File: src/rtl/mips32_imem_loader.sv
// mips32_imem_loader: byte-stream program loader and combinational instruction fetch port for Mips32.
// Define MIPS32_IMEM_CHECKSUM_EN to require a trailing XOR checksum word after the image.
module mips32_imem_loader #(
  parameter int DEPTH_LOG2 = 6
) (
  input  logic                  clock,
  input  logic                  reset_n,
  input  logic [7:0]            in_data,
  input  logic                  in_valid,
  output logic                  in_ready,
  input  logic [31:0]           raddr,
  output logic [31:0]           instr,
  output logic                  core_run,
  output logic [DEPTH_LOG2:0]   loaded,
  output logic                  error
);
  localparam int WORDS = 1 << DEPTH_LOG2;
  localparam logic [15:0] MAX_LEN = 16'(WORDS);
  typedef enum logic [2:0] {IDLE, LEN_HI, LOAD, RUN, ERROR
`ifdef MIPS32_IMEM_CHECKSUM_EN
    , CHECK
`endif
  } state_e;
  state_e state_q, state_d;
  logic armed_q;
  logic [7:0] len_lo_q, len_lo_d;
  logic [DEPTH_LOG2:0] n_q, n_d, loaded_q, loaded_d;
  logic [1:0] idx_q, idx_d;
  logic [23:0] word_q, word_d;
  logic [31:0] mem [WORDS];
  logic acc, shift, wr, last_w;
  logic [15:0] len_w;
  logic [31:0] full_w;
`ifdef MIPS32_IMEM_CHECKSUM_EN
  logic [31:0] csum_q, csum_d;
`endif
  assign acc = in_valid & in_ready;
  assign len_w = {in_data, len_lo_q};
  // Bytes 0..2 shift in from the top so byte k lands at bits [8k+7:8k] once byte 3 arrives.
  assign full_w = {in_data, word_q};
`ifdef MIPS32_IMEM_CHECKSUM_EN
  assign shift = acc && (state_q == LOAD || state_q == CHECK);
`else
  assign shift = acc && state_q == LOAD;
`endif
  assign wr = shift && state_q == LOAD && idx_q == 2'd3;
  assign last_w = (loaded_q + 1'b1) == n_q;
  always_ff @(posedge clock or negedge reset_n) begin
    if (!reset_n) begin
      state_q  <= IDLE;
      armed_q  <= 1'b0;
      len_lo_q <= '0;
      n_q      <= '0;
      loaded_q <= '0;
      idx_q    <= '0;
      word_q   <= '0;
`ifdef MIPS32_IMEM_CHECKSUM_EN
      csum_q   <= '0;
`endif
    end else begin
      state_q  <= state_d;
      armed_q  <= 1'b1;
      len_lo_q <= len_lo_d;
      n_q      <= n_d;
      loaded_q <= loaded_d;
      idx_q    <= idx_d;
      word_q   <= word_d;
`ifdef MIPS32_IMEM_CHECKSUM_EN
      csum_q   <= csum_d;
`endif
    end
  end
  always_ff @(posedge clock) begin
    if (wr) mem[loaded_q[DEPTH_LOG2-1:0]] <= full_w;
  end
  always_comb begin
    state_d = state_q;
    case (state_q)
      IDLE:   if (acc) state_d = LEN_HI;
      LEN_HI: if (acc) state_d = (len_w == 16'd0 || len_w > MAX_LEN) ? ERROR : LOAD;
`ifdef MIPS32_IMEM_CHECKSUM_EN
      LOAD:   if (wr && last_w) state_d = CHECK;
      CHECK:  if (shift && idx_q == 2'd3) state_d = (full_w == csum_q) ? RUN : ERROR;
`else
      LOAD:   if (wr && last_w) state_d = RUN;
`endif
      default: state_d = state_q;
    endcase
  end
  always_comb begin
    len_lo_d = (acc && state_q == IDLE) ? in_data : len_lo_q;
    n_d      = (acc && state_q == LEN_HI) ? len_w[DEPTH_LOG2:0] : n_q;
    idx_d    = shift ? idx_q + 2'd1 : idx_q;
    word_d   = shift ? {in_data, word_q[23:8]} : word_q;
    loaded_d = wr ? loaded_q + 1'b1 : loaded_q;
`ifdef MIPS32_IMEM_CHECKSUM_EN
    csum_d   = wr ? csum_q ^ full_w : csum_q;
`endif
  end
  // in_ready waits one edge after reset release so it reads 0 for the whole reset.
  always_comb begin
    in_ready = armed_q && state_q != RUN && state_q != ERROR;
    core_run = state_q == RUN;
    error    = state_q == ERROR;
    loaded   = loaded_q;
    instr    = (core_run && raddr < 32'(loaded_q)) ? mem[raddr[DEPTH_LOG2-1:0]] : 32'd0;
  end
endmodule

File: config.mk
export PLATFORM = sky130hd
export DESIGN_NAME = mips32_imem_loader
export DESIGN_NICKNAME = d
export VERILOG_FILES = /design/src/rtl/mips32_imem_loader.sv
export SDC_FILE = /design/constraint.sdc
export NUM_CORES = 2
export LEC_CHECK = 0
export CAP_MARGIN = 20
export CORE_MARGIN = 2
export CORE_UTILIZATION = 56
export CTS_CLUSTER_SIZE = 28
export DETAILED_ROUTE_END_ITERATION = 8
export PLACE_DENSITY = 0.8
export SETUP_SLACK_MARGIN = 0.15
export SYNTH_ARGS = -nofsm -noshare
export SYNTH_HDL_FRONTEND = slang
export SYNTH_SLANG_ARGS = --single-unit
File: constraint.sdc
create_clock -name clock -period 3.7 [get_ports clock]
set_input_delay 0.37 -clock clock [delete_from_list [all_inputs] [get_ports clock]]
set_output_delay 0.37 -clock clock [all_outputs]
set_load 0.02 [all_outputs]
== Word-level counts from Yosys, hierarchy flattened ==
Memories as Yosys holds them, arrays and structs flattened.
Cells that the tools add are included.
Operators by class
  $add $sub $neg: 2
  bitwise logic cells: 1
  reductions and logical operators: 14
  equality and inequality tests: 11
  $lt $le $gt $ge: 2
  muxes and demuxes: 8
Operators with widths (number)
  less-than comparator 32 x 7 -> 1 bit: 1
  two-way mux 32 bit: 1
  greater-than comparator 16 x 7 -> 1 bit, second input constant: 1
  logical NOT 16 bit: 1
  two-way mux 3 bit: 4
  logical AND 1 bit: 9
  case mux 3 bit (3 select lines): 1
  adder 7 x 1 -> 7 bit, second input constant: 1
  equality test 7 bit: 1
  equality test 3 x 2 -> 1 bit, second input constant: 2
  inequality test 2 bit, second input constant: 2
  AND reduction 4 bit: 1
  equality test 3 x 1 -> 1 bit, second input constant: 1
  equality test 3 bit, second input constant: 1
  logical NOT 3 bit: 1
  inequality test 3 x 2 -> 1 bit, second input constant: 1
  inequality test 3 bit, second input constant: 1
  nonzero test 3 bit: 1
  adder 2 x 1 -> 2 bit, second input constant: 1
  equality test 2 bit, second input constant: 1
  two-way mux 1 bit: 2
  inequality test 2 x 1 -> 1 bit, second input constant: 1
  bitwise AND 1 bit: 1
  logical OR 1 bit: 1
Word-level totals
  memories kept: 1
  register bits after elaboration: 52
  output and inout bits: 42
  word-level logic and storage cells: 46
  bits in writable memories: 2048
  input port bits: 43
Memories
  mem: depth 64, bits a word 32, rd ports 1, clocked after memory_dff 0, wr ports 1, RTL line 30  | logic [31:0] mem [WORDS];

== Depth between registers and ports, before layout ==
  depth after elaboration: 10
  mapped depth: 12
  mapped depth without buffers: 8

== Worst setup path before layout ==
Ideal clock, no wire load.
  kind: reg2reg
  start: register state_q[0]
  end: memory mem[59][0], enable pin
  clock period less this slack: 3.560 ns
  library setup time: 0.421 ns
  cell stages (with the launch flop): 8
  path buffers: 1
  required time: 3.279 ns
  arrival time: 3.139 ns
  setup slack: 0.140 ns
  cell sequence: dfrtp_1 -> clkbuf_1 -> or3b_1 -> nor2_4 -> nand2_1 -> nor2_1 -> nand3_1 -> nor2_1
On the way
  cells in the longest elaborated chain, start to end: 9
  elaborated cells on any way between the ends: 11
  classes of those cells: eq/ne: 3; mux: 2; bitwise: 1; reduce/logical: 5
RTL lines
  start, declared: RTL line 24  | state_e state_q, state_d;
  start signal, assigned: RTL line 61  | state_q <= state_d;
  inequality test 3 x 2 -> 1 bit: RTL line 102  | in_ready = armed_q && state_q != RUN && state_q != ERROR;
  logical AND 1 bit (2 in series): RTL line 102
  bitwise AND 1 bit: RTL line 37  | assign acc = in_valid & in_ready;
  logical AND 1 bit: RTL line 44  | assign shift = acc && state_q == LOAD;
  logical AND 1 bit * (2 in series): RTL line 46  | assign wr = shift && state_q == LOAD && idx_q == 2'd3;
  two-way mux 1 bit *: RTL line 74  | if (wr) mem[loaded_q[DEPTH_LOG2-1:0]] <= full_w;
  two-way mux 1 bit (implied by the code) *: RTL line 74
  end, declared: RTL line 30
Every way passes the cells marked *; elsewhere a longest branch is shown, timed or not.

== Worst setup path in the final report ==
  start: input raddr[5]
  end: output instr[19]
On the way
  cells in the longest elaborated chain, start to end: 3
  elaborated cells on any way between the ends: 4
  classes of those cells: order compare: 1; mux: 1; reduce/logical: 1; memory: 1
RTL lines
  start, declared: RTL line 11  | input logic [31:0] raddr,
  less-than comparator 32 x 7 -> 1 bit: RTL line 106  | instr = (core_run && raddr < 32'(loaded_q)) ? mem[raddr[DEPTH_LOG2-1:0]] : 32'd0;
  logical AND 1 bit: RTL line 106
  two-way mux 32 bit *: RTL line 106
  end, declared: RTL line 12  | output logic [31:0] instr,
Marks and branches as above.

==> results <==
- The run finished, with violations left.
- The final reports fail on setup timing.
- The port buffer count is 84.
- The largest net degree at the start of global routing is 67.
- The final number of max-transition violations is 0.
- The total leakage power is 30.4 nW.
- The element type at the critical path end is an output port.
- Setup violations remaining at the end of the flow were counted as 2.
- The achievable clock frequency is 265 MHz.
- The reg-to-reg endpoint is mem[2][28].
- The number of buffers created by CTS is 197.
- The cell with the largest stage delay on the worst path is nor3_1.
- Using the TritonRoute via totals, the vias-per-cell ratio works out to 7.17.
- The number of nets still failing antenna checks after routing is 0.
- The yosys synthesis warning count is 0.
- The total power density per cell area is 552 mW/mm2.
- By count the netlist is led by edfxtp_1, mux4_2, nand2_1.
- At the placement stage, the worst setup path has a slack of -0.312 ns.
- Of the cells placed in the final design, the portion with a size suffix greater than 1 is 31.8%.
- Dividing the detail-routed wire length by the instance count gives 38.6 um.
- The setup slack of the worst register-to-register path is 0.48 ns.
- The floorplan has 139 rows.
- The number of failing hold endpoints at the final stage was 0.
- The most area-hungry cell type in the Yosys netlist is edfxtp_1.
- The worst slew margin relative to its limit is 19.5%.
- The tree is rooted in a clkbuf_16.
- The startpoint of the worst-slack reg-to-reg timing path is state_q[0].
- The H-tree generated during clock tree synthesis spans 4 levels.
- The total core area is 0.144 mm2.
- The smallest clock period supported by the final layout is computed as 3.77 ns.
- The placer's final routability congestion estimate is 0.874.
- The critical path is of the primary input to output port type.
- The die footprint is 0.148 mm2.
- The slew of the pin with the lowest slew margin is 1.21 ns.
- From bottom edge to top edge, the die measures 385 um.
- The required arrival time at the worst endpoint is 3.33 ns.
- After legalization and detailed placement, the total HPWL measured 133,000 um.
- The total number of vias is 44.8k.
- Power comes to 52.1 mW.
- The signal on the critical path passes through buf_2, buf_12, buf_4, nand2_1, o221ai_1, a21oi_1, buf_4, nor3_1, buf_4, buf_4.
- Compared with the post-synthesis result, the final layout area differs by 16.0%.
- The overall die width is 385 um.
- The tree built by TritonCTS fans out to 2,100 sinks.
- On the final layout, the worst clock skew is 0.0367 ns.
- The maximum buffer depth of the clock tree is 3.
- The hold path startpoint is in_data[0].
- For this run, the post-layout net count is 4,232.
- The total grt overflow is 0.
- The post-synthesis sequential element count is 2,100.
- Setup repair after global routing could not meet its margin everywhere.
- The post-route worst setup slack is -0.0694 ns.
- The violation count after the first detailed-route iteration is 8,331.
- Grouping stages by cell kind, the critical path spends the most delay in buffers and inverters.
- The cell count after synthesis came out at 3,712.
- The area share of the largest cell type after synthesis is 75.6%.
- The cell with the most instances on the worst path is buf_4.
- The net count after synthesis is 3,763.
- Pin placement for this block handled 85 I/O pins.
- The synthesized design contains 2,048 enable-type register cells.
- The worst ir drop on vdd is 0.412 mV.
- The combined global-route utilization of all metal layers is 32.4%.
- Across the run, the number of max-cap violations was 0.
- A synthesized cell averages 21.9 um2.
- The finished cells cover 0.0943 mm2.
- After synthesis, the cell types taking the most area are edfxtp_1, mux4_2, mux2i_1.
- The largest fanout of any net on the critical path is 14.
- The wire length of the first global-routing pass is 332,000 um.
- The number of cells traversed by the worst hold path is 1.
- The worst hold path belongs to the class primary input to flop.
- The most used flip-flop cell after synthesis is edfxtp_1.
- The clock slew seen by the registers of the worst setup and hold paths is 0.06 ns.
- In the routed design, unresolved DRC markers number 0.
- The number of buffers and inverters on the critical path is 6.
- The number of cell instances on the worst register-to-register path is 8.
- The number of antenna violations at the first check in global routing is 9.
- The initial standard-cell utilization of the core is 56.6%.
- The detailed-routing iteration count for the pre-antenna-repair pass is 6.
- The post-route fraction of the period consumed by the critical path is 102%.
- The total of fill cells in the finished design is 8,463.
- In the post-synthesis netlist, the cell with the most instances is edfxtp_1.
- TritonCTS built the clock tree.
- The cell area after technology mapping is 0.0813 mm2.
- STA puts the critical path data arrival time at 3.40 ns.
- The overall routed net length is 241,000 um.
- The kind of start point of the critical path is a primary input.
- The delay of the slowest cell on the worst path is 0.61 ns.
- The via count of the first global-routing pass is 44.8k.
- The async set or reset register ratio after synthesis is 2.48%.
- The placed instances occupy a cell area of 0.0871 mm2.
- The worst hold endpoint is mem[49][24].
- Summing the sequential cell areas from Yosys gives 77.2% of the chip area.
- The worst hold slack after final layout is 0.0636 ns.
- The clock reaches the later pin of the worst-skew pair after 0.84 ns.
- The post-synthesis cell type count is 76.
## sequential cells by signal, summed over array words and instances (netlist names)
| name | flops |
|---|---|
| mem | 2048 |
| loaded | 7 |
| state_q | 3 |
| armed_q | 1 |
| n_q | 7 |
| len_lo_q | 8 |
| idx_q | 2 |
| word_q | 24 |
## layer usage
metal / up-vias / share of wire [%] / global-route usage (%)
met2: 4513 / 47 / 49.6
li1: 16589 / - / -
met1: 22802 / 32 / 41.8
met5: - / 0.029 / 0
met3: 890 / 16 / 11.1
met4: 12 / 5.9 / 16.3
## worst register-to-register path, stage by stage, from the launching register on
cell	delay [ns]
dfrtp_1	0.45
or3b_1	0.47
nor2_4	0.12
nand2_1	0.15
nor2_1	0.36
nand2_1	0.44
buf_4	0.34
nor2_4	0.17
buf_12	0.29
## placed cells by master (no fill, tap or decap), drive strengths merged, types with 15 or more instances in the layout
cell,instances
a22oi,38
nand2,149
a21oi,49
o21ai,37
a221o,17
and3,15
clkdlybuf4s50,37
a211oi,18
nor3,30
dfrtp,52
nor2,124
o22ai,23
nor4,15
buf,421
mux2i,141
inv,21
clkinv,82
a31oi,26
bufinv,19
clkbuf,239
mux4,482
nand3,31
edfxtp,2048
a221oi,26
mux2,53
## worst max-delay path by stage
stage,from,to,cells past startpoint
after global placement,raddr[1],instr[1],10
after CTS,loaded[1],instr[3],10
after global routing,loaded[6],instr[3],12
after floorplan,state_q[0],mem[59][0],7
after detailed placement,raddr[1],instr[1],10
final,raddr[5],instr[19],10
## final cells by class
type	count	area [um2]	share of cell area [%]
diodes	8	20.0	0.0212
clock buffers	238	5200	5.51
clock inverters	115	1110	1.18
inverters	13	53.8	0.0570
multi-input cells	1404	17900	18.9
flip-flops and latches	2100	62800	66.6
well taps	1903	2380	2.52
repair buffers	465	4870	5.17
## report_power, final
part	internal, mW	leakage [nW]	switching, mW
Clock	11.3	3.08	8.79
Sequential	27.4	19.1	0.644
Combinational	1.37	8.27	2.63
## cells by family after synthesis
group / after synthesis / share of synthesized area [%]
DFF: 2100 / 77.2
buffers and inverters: 208 / 1.80
AOI/OAI and AO/OA: 299 / 2.66
and+or+nand+nor: 402 / 2.20
xor gates and xnor gates: 18 / 0.194
other: 1 / 0.00461
muxes: 676 / 15.8
adders and majority gates: 8 / 0.123
## through the flow
stage | std cells | util (%) | TNS (ns)
floorplan | 3712 | - | 0
global placement | 5850 | 60.5 | -0.492
detailed placement | 5852 | 60.6 | -0.424
CTS | 6218 | 65.2 | -0.0269
global route | 6238 | 65.6 | -0.0174
finish | 6246 | 65.6 | -0.0801
## what timing repair did
action / 4_1_cts / 5_1_grt
cloned: 2 / 1
hold buffers: 3 / 0
endpoints found under the hold margin: 53 / 0
endpoints found under the setup margin: 32 / 30
gates resized for setup: 69 / 27
pin swaps: 8 / 5
setup buffers: 8 / 2
(Power assumes the default switching activity.)
